File: config.mk
export PLATFORM = sky130hd
export DESIGN_NAME = cpu_bus_bridge_flat
export DESIGN_NICKNAME = d
export VERILOG_FILES = /design/src/rtl/cpu_bus_bridge_if.sv /design/src/rtl/cpu_bus_bridge.sv /design/src/flat_wrapper.sv
export SDC_FILE = /design/constraint.sdc
export NUM_CORES = 1
export LEC_CHECK = 0
export CAP_MARGIN = 20
export CORE_UTILIZATION = 44
export CTS_CLUSTER_DIAMETER = 30
export DETAILED_ROUTE_END_ITERATION = 7
export PLACE_DENSITY = 0.85
export SYNTH_ARGS = -nofsm -noshare
export SYNTH_HDL_FRONTEND = slang
export SYNTH_SLANG_ARGS = --single-unit
File: constraint.sdc
create_clock -name clk -period 2.3 [get_ports clk]
set_input_delay 0.345 -clock clk [delete_from_list [all_inputs] [get_ports clk]]
set_output_delay 0.345 -clock clk [all_outputs]
set_load 0.02 [all_outputs]
File: src/rtl/cpu_bus_bridge_if.sv
// Bus bundle between one CPU external-bus port and its shared-memory port.
// The slave modport is the bridge; the master modport is the CPU/memory side.
interface cpu_bus_bridge_if #(
  parameter int ADDR_W = 22
);
  logic              cpu_cs_n;
  logic              cpu_we_n;
  logic              cpu_oe_n;
  logic [ADDR_W-1:0] cpu_addr;
  logic [31:0]       cpu_wdata;
  logic [31:0]       cpu_rdata;
  logic              cpu_ta_n;
  logic [ADDR_W-1:0] mem_addr;
  logic              mem_re;
  logic              mem_we;
  logic [31:0]       mem_wdata;
  logic [31:0]       mem_rdata;
  logic              busy;
  logic              err;

  modport slave (
    input  cpu_cs_n, cpu_we_n, cpu_oe_n, cpu_addr, cpu_wdata, mem_rdata,
    output cpu_rdata, cpu_ta_n, mem_addr, mem_re, mem_we, mem_wdata, busy, err
  );

  modport master (
    output cpu_cs_n, cpu_we_n, cpu_oe_n, cpu_addr, cpu_wdata, mem_rdata,
    input  cpu_rdata, cpu_ta_n, mem_addr, mem_re, mem_we, mem_wdata, busy, err
  );
endinterface

File: src/rtl/cpu_bus_bridge.sv
// Turns an asynchronous CPU chip-select cycle into one mem_re/mem_we strobe
// and returns read data plus transfer acknowledge once the read path settles.
module cpu_bus_bridge #(
  parameter int ADDR_W      = 22,
  parameter int RD_LAT      = 2,
  parameter int SYNC_STAGES = 2
) (
  input  logic           clk,
  input  logic           rst_n,
  cpu_bus_bridge_if.slave bus
);

  localparam int CNT_W = (RD_LAT > 1) ? $clog2(RD_LAT) : 1;

  typedef enum logic [2:0] {
    ST_IDLE,
    ST_WRITE,
    ST_READ,
    ST_RD_WAIT,
    ST_ACK,
    ST_RELEASE
  } state_t;

  state_t              state_reg;
  logic [SYNC_STAGES-1:0] cs_sync_reg, we_sync_reg, oe_sync_reg;
  logic                cs_s, we_s, oe_s;
  logic [CNT_W-1:0]    lat_cnt_reg;
  logic                abort_reg;
  logic [ADDR_W-1:0]   mem_addr_reg;
  logic [31:0]         mem_wdata_reg;
  logic [31:0]         cpu_rdata_reg;
  logic                mem_re_reg, mem_we_reg, cpu_ta_n_reg, busy_reg, err_reg;

  // Idle level of every strobe is 1, so the chains reset to 1 to avoid a phantom access.
  always_ff @(posedge clk or negedge rst_n) begin
    if (!rst_n) begin
      cs_sync_reg <= '1;
      we_sync_reg <= '1;
      oe_sync_reg <= '1;
    end else begin
      for (int i = SYNC_STAGES - 1; i > 0; i--) begin
        cs_sync_reg[i] <= cs_sync_reg[i-1];
        we_sync_reg[i] <= we_sync_reg[i-1];
        oe_sync_reg[i] <= oe_sync_reg[i-1];
      end
      cs_sync_reg[0] <= bus.cpu_cs_n;
      we_sync_reg[0] <= bus.cpu_we_n;
      oe_sync_reg[0] <= bus.cpu_oe_n;
    end
  end

  assign cs_s = cs_sync_reg[SYNC_STAGES-1];
  assign we_s = we_sync_reg[SYNC_STAGES-1];
  assign oe_s = oe_sync_reg[SYNC_STAGES-1];

  always_ff @(posedge clk or negedge rst_n) begin
    if (!rst_n) begin
      state_reg     <= ST_IDLE;
      lat_cnt_reg   <= '0;
      abort_reg     <= 1'b0;
      mem_addr_reg  <= '0;
      mem_wdata_reg <= '0;
      cpu_rdata_reg <= '0;
      mem_re_reg    <= 1'b0;
      mem_we_reg    <= 1'b0;
      cpu_ta_n_reg  <= 1'b1;
      busy_reg      <= 1'b0;
      err_reg       <= 1'b0;
    end else begin
      mem_re_reg <= 1'b0;
      mem_we_reg <= 1'b0;
      err_reg    <= 1'b0;
      case (state_reg)
        ST_IDLE: begin
          if (!cs_s) begin
            if (!we_s && !oe_s) begin
              err_reg   <= 1'b1;
              busy_reg  <= 1'b1;
              state_reg <= ST_RELEASE;
            end else if (!we_s) begin
              mem_addr_reg  <= bus.cpu_addr;
              mem_wdata_reg <= bus.cpu_wdata;
              mem_we_reg    <= 1'b1;
              busy_reg      <= 1'b1;
              state_reg     <= ST_WRITE;
            end else if (!oe_s) begin
              mem_addr_reg <= bus.cpu_addr;
              mem_re_reg   <= 1'b1;
              abort_reg    <= 1'b0;
              busy_reg     <= 1'b1;
              state_reg    <= ST_READ;
            end
          end
        end
        ST_WRITE: begin
          if (cs_s) begin
            busy_reg  <= 1'b0;
            state_reg <= ST_IDLE;
          end else begin
            cpu_ta_n_reg <= 1'b0;
            state_reg    <= ST_ACK;
          end
        end
        ST_READ: begin
          lat_cnt_reg <= CNT_W'(RD_LAT - 1);
          abort_reg   <= cs_s;
          state_reg   <= ST_RD_WAIT;
        end
        ST_RD_WAIT: begin
          // An aborted read still captures its data; it only skips the acknowledge.
          if (lat_cnt_reg == '0) begin
            cpu_rdata_reg <= bus.mem_rdata;
            if (abort_reg || cs_s) begin
              busy_reg  <= 1'b0;
              state_reg <= ST_IDLE;
            end else begin
              cpu_ta_n_reg <= 1'b0;
              state_reg    <= ST_ACK;
            end
          end else begin
            lat_cnt_reg <= lat_cnt_reg - CNT_W'(1);
            if (cs_s) abort_reg <= 1'b1;
          end
        end
        ST_ACK: begin
          if (cs_s) begin
            cpu_ta_n_reg <= 1'b1;
            busy_reg     <= 1'b0;
            state_reg    <= ST_IDLE;
          end
        end
        ST_RELEASE: begin
          if (cs_s) begin
            busy_reg  <= 1'b0;
            state_reg <= ST_IDLE;
          end
        end
        default: begin
          cpu_ta_n_reg <= 1'b1;
          busy_reg     <= 1'b0;
          state_reg    <= ST_IDLE;
        end
      endcase
    end
  end

  assign bus.mem_addr  = mem_addr_reg;
  assign bus.mem_wdata = mem_wdata_reg;
  assign bus.mem_re    = mem_re_reg;
  assign bus.mem_we    = mem_we_reg;
  assign bus.cpu_rdata = cpu_rdata_reg;
  assign bus.cpu_ta_n  = cpu_ta_n_reg;
  assign bus.busy      = busy_reg;
  assign bus.err       = err_reg;

endmodule

File: src/flat_wrapper.sv
// flat-port wrapper written by rule: the top's interface ports become plain ports
module cpu_bus_bridge_flat 
#(
  parameter int ADDR_W      = 22,
  parameter int RD_LAT      = 2,
  parameter int SYNC_STAGES = 2
)
  (clk, rst_n, bus_cpu_cs_n, bus_cpu_we_n, bus_cpu_oe_n, bus_cpu_addr, bus_cpu_wdata, bus_mem_rdata, bus_cpu_rdata, bus_cpu_ta_n, bus_mem_addr, bus_mem_re, bus_mem_we, bus_mem_wdata, bus_busy, bus_err);
  cpu_bus_bridge_if #(.ADDR_W(ADDR_W)) bus_i ();
  input  logic clk;
  input  logic rst_n;
  input wire logic [$bits(bus_i.cpu_cs_n)-1:0] bus_cpu_cs_n;
  input wire logic [$bits(bus_i.cpu_we_n)-1:0] bus_cpu_we_n;
  input wire logic [$bits(bus_i.cpu_oe_n)-1:0] bus_cpu_oe_n;
  input wire logic [$bits(bus_i.cpu_addr)-1:0] bus_cpu_addr;
  input wire logic [$bits(bus_i.cpu_wdata)-1:0] bus_cpu_wdata;
  input wire logic [$bits(bus_i.mem_rdata)-1:0] bus_mem_rdata;
  output wire logic [$bits(bus_i.cpu_rdata)-1:0] bus_cpu_rdata;
  output wire logic [$bits(bus_i.cpu_ta_n)-1:0] bus_cpu_ta_n;
  output wire logic [$bits(bus_i.mem_addr)-1:0] bus_mem_addr;
  output wire logic [$bits(bus_i.mem_re)-1:0] bus_mem_re;
  output wire logic [$bits(bus_i.mem_we)-1:0] bus_mem_we;
  output wire logic [$bits(bus_i.mem_wdata)-1:0] bus_mem_wdata;
  output wire logic [$bits(bus_i.busy)-1:0] bus_busy;
  output wire logic [$bits(bus_i.err)-1:0] bus_err;
  assign bus_i.cpu_cs_n = bus_cpu_cs_n;
  assign bus_i.cpu_we_n = bus_cpu_we_n;
  assign bus_i.cpu_oe_n = bus_cpu_oe_n;
  assign bus_i.cpu_addr = bus_cpu_addr;
  assign bus_i.cpu_wdata = bus_cpu_wdata;
  assign bus_i.mem_rdata = bus_mem_rdata;
  assign bus_cpu_rdata = bus_i.cpu_rdata;
  assign bus_cpu_ta_n = bus_i.cpu_ta_n;
  assign bus_mem_addr = bus_i.mem_addr;
  assign bus_mem_re = bus_i.mem_re;
  assign bus_mem_we = bus_i.mem_we;
  assign bus_mem_wdata = bus_i.mem_wdata;
  assign bus_busy = bus_i.busy;
  assign bus_err = bus_i.err;
  cpu_bus_bridge #(.ADDR_W(ADDR_W), .RD_LAT(RD_LAT), .SYNC_STAGES(SYNC_STAGES)) u_core (.clk(clk), .rst_n(rst_n), .bus(bus_i));
endmodule
==> results.toml <==
[sta]
finalSetupTns_ps = 0
endpoints_failing_hold = 0
max_clock_freq_mhz = 529
setup_slack_of_the_critical_path_after_layout_ps = 408
setup_viol = 0
grt_setup_unrepaired = "false"
timing_max_transition_violations_final = 0
hold_ws_ps = 355
worst_slew_pin_slew_ps = 611
clock_skews_ps = 15.4
final.min_clock_period_ps = 1890
post-route-period-util = 0.822
max-slew-margin-rel = 0.593

[clock_tree]
tritoncts_clock_tree = "done"
cts.root.buffer_cell = "sky130_fd_sc_hd__clkbuf_8"
worst_setup_hold_path_clk_slew_ps = 90
clock_sink_count = 102
depth_of_the_cts_h_tree = 3
cts_buffer_depth = 2
postCtsSetupBuffers = 0
clock_buffer_count_from_cts = 9
clk_lat_worst_skew_ps = 350

[finish]
antenna_cells = 0
final_core_util = 0.720
final_net_count = 522
drive_above_1_share = 0.261
area_growth_syn_to_layout_pct = 55.3
final_design_area_no_fill_um2 = 6030
layout.cells.non_filler = 541

[worst_setup_path]
data_required_time_at_the_worst_endpoint_ps = 2530
worstSetupEndpointType = "flip-flop"
cp_slowest_stage_delay_ps = 590
critical-path-slowest-cell = "sky130_fd_sc_hd__dfstp_2"
path_class = "flip-flop to flip-flop"
critical_path.startpoint_type = "flip-flop"
critical_path.n_buffers_inverters = 1
timing.critical_path.cells = "nor2b_1, o21ai_2, buf_6, mux2_2"
crit_fanout = 12
timing.critical_path.max_delay_family = "flip-flops"
cp_data_arrival_time_ps = 2120

[detailed_routing]
routed_wl_per_cell_um = 15.5
iteration_0_drc_count_of_the_detailed_router = 74
detailedRoute.firstPassIterationCount = 4
detail-route-antenna-nets = 0
vias = 2688
remaining_drc_errors = 0
drt_wl_total_mm = 8.38
drt-vias-per-instance = 4.97

[synthesis]
postSynthNetCount = 336
synth_seq_area_share = 0.659
ys.warnings.count = 0
post_syn_instances = 245
synth.top_cell.area_share = 0.612
synth_cell_types = 31
synth_area_per_cell_um2 = 15.9
post_synth_instance_area_um2 = 3880
postSynthRegisterBits = 102
post_synth_top_area_cell = "sky130_fd_sc_hd__dfrtp_1"
synthTopCellsByArea = "sky130_fd_sc_hd__dfrtp_1, sky130_fd_sc_hd__mux2_2, sky130_fd_sc_hd__dfstp_2, sky130_fd_sc_hd__buf_6, sky130_fd_sc_hd__mux2_1"

[worst_hold_path]
hold_path_class = "flip-flop to flip-flop"

[floorplanning]
standard_cell_row_count = 33
floorplan.initialDensity = 0.463
die_height_um = 96.0
top_level_ports = 182
die_width_um = 96.0
core_region_area_um2 = 8380
design.die.area_um2 = 9210

[placed_design]
port-buffer-count = 181
dp_worst_setup_slack_ps = 213
dpl_cell_area_um2 = 5790
placed_cells = 523
gp_congestion = 0.766
hpwl_detailed_mm = 6.15

[power]
power.ir.vdd_worst_mv = 0.676
power.total_mw = 8.41
power_per_cell_area_nw_per_um2 = 1390
p_leak_nw = 2.52

[status]
status = "finished, final reports clean"

[job]
maxCapViolCount = 0

[global_routing]
via_count_of_the_first_global_routing_pass = 2754
antenna_violations_before_repair = 0
grt_max_degree = 48
globalRoute.totalOverflow = 0
gr-usage-all-layers = 0.189
grt_first_pass_wirelength_mm = 13.2
==> worst register-to-register path, stage by stage, from the launching register on <==
cell	delay, ps
sky130_fd_sc_hd__dfstp_2	590
sky130_fd_sc_hd__nor2b_1	90
sky130_fd_sc_hd__o21ai_2	510
sky130_fd_sc_hd__buf_6	250
sky130_fd_sc_hd__mux2_2	350
==> cells in the mapped netlist, drive strengths merged <==
master and n:
o2bb2ai 1, dfstp 7, and2 1, nor2b 3, clkbuf 4, or3 1, nor2 5, a21oi 4
inv 2, o31ai 1, a22o 1, nor3 2, dfrtp 95, o21a 2, nand2 4, o22ai 1
a31oi 3, o32a 1, a21boi 1, buf 8, a22oi 1, mux2 86, nand2b 5, o21ai 4
nor4 2
==> final timing paths <==
check                      slack (ps)                             endpoint  cells past startpoint                             from
max                               410   u_core.bus.mem_addr[7]$_DFFE_PN0P_                      4  u_core.we_sync_reg[1]$_DFF_PN1_
min                               350      u_core.oe_sync_reg[1]$_DFF_PN1_                      0  u_core.oe_sync_reg[0]$_DFF_PN1_
max reg2reg                       410   u_core.bus.mem_addr[7]$_DFFE_PN0P_                      4  u_core.we_sync_reg[1]$_DFF_PN1_
min reg2reg                       350      u_core.oe_sync_reg[1]$_DFF_PN1_                      0  u_core.oe_sync_reg[0]$_DFF_PN1_
max in group asynchronous        1120      u_core.we_sync_reg[0]$_DFF_PN1_                      3                            rst_n
min in group asynchronous         500  u_core.bus.cpu_rdata[7]$_DFFE_PN0P_                      2                            rst_n
==> what timing repair did <==
action	CTS	global route
hold endpoints to repair	36	0
hold buffers	1	0
gates resized for setup	0	0
==> layout make-up <==
cell class | count | area (µm²)
Clock buffer | 12 | 145
Clock inverter | 4 | 72.6
Fill cell | 573 | 2350
Inverter | 2 | 7.51
Multi-Input combinational cell | 129 | 1240
Sequential cell | 102 | 2560
Tap cell | 105 | 131
Timing Repair Buffer | 187 | 1870
==> metal layers <==
layer  wire length (µm)  track usage
met2               4330        0.330
met3                712       0.0553
met5                  0            0
met4                 82       0.0659
met1               3250        0.222
==> cells in the final DEF (no fill, tap or decap), types with 2 or more instances in the layout <==
cell                              count
sky130_fd_sc_hd__o21a_1               2
sky130_fd_sc_hd__nand2_1              3
sky130_fd_sc_hd__clkbuf_1             2
sky130_fd_sc_hd__dfrtp_1             95
sky130_fd_sc_hd__mux2_2              83
sky130_fd_sc_hd__o21ai_0              3
sky130_fd_sc_hd__bufinv_16            2
sky130_fd_sc_hd__clkbuf_8            10
sky130_fd_sc_hd__buf_4                4
sky130_fd_sc_hd__mux2_1               3
sky130_fd_sc_hd__nor2b_1              3
sky130_fd_sc_hd__nor3_1               2
sky130_fd_sc_hd__a21oi_1              4
sky130_fd_sc_hd__nand2b_1             5
sky130_fd_sc_hd__dfstp_2              7
sky130_fd_sc_hd__inv_1                2
sky130_fd_sc_hd__a31oi_1              3
sky130_fd_sc_hd__nor2_1               4
sky130_fd_sc_hd__clkdlybuf4s50_1    180
==> power breakdown <==
| part | total [mW] | leakage, nW | switching, mW | internal, mW |
|---|---|---|---|---|
| combinational | 4.04 | 1.19 | 1.82 | 2.23 |
| sequential | 3.16 | 1.22 | 0.515 | 2.65 |
| clock | 1.21 | 0.107 | 0.563 | 0.643 |
| total | 8.41 | 2.52 | 2.90 | 5.52 |
==> cell families after synthesis <==
kind of cell,count (synthesis),share of synthesized area
flops,102,0.659
compound gates,20,0.0345
buf+inv,14,0.0209
simple gates,23,0.0358
mux,86,0.249
Note: power is estimated with default switching activity, not from simulation.
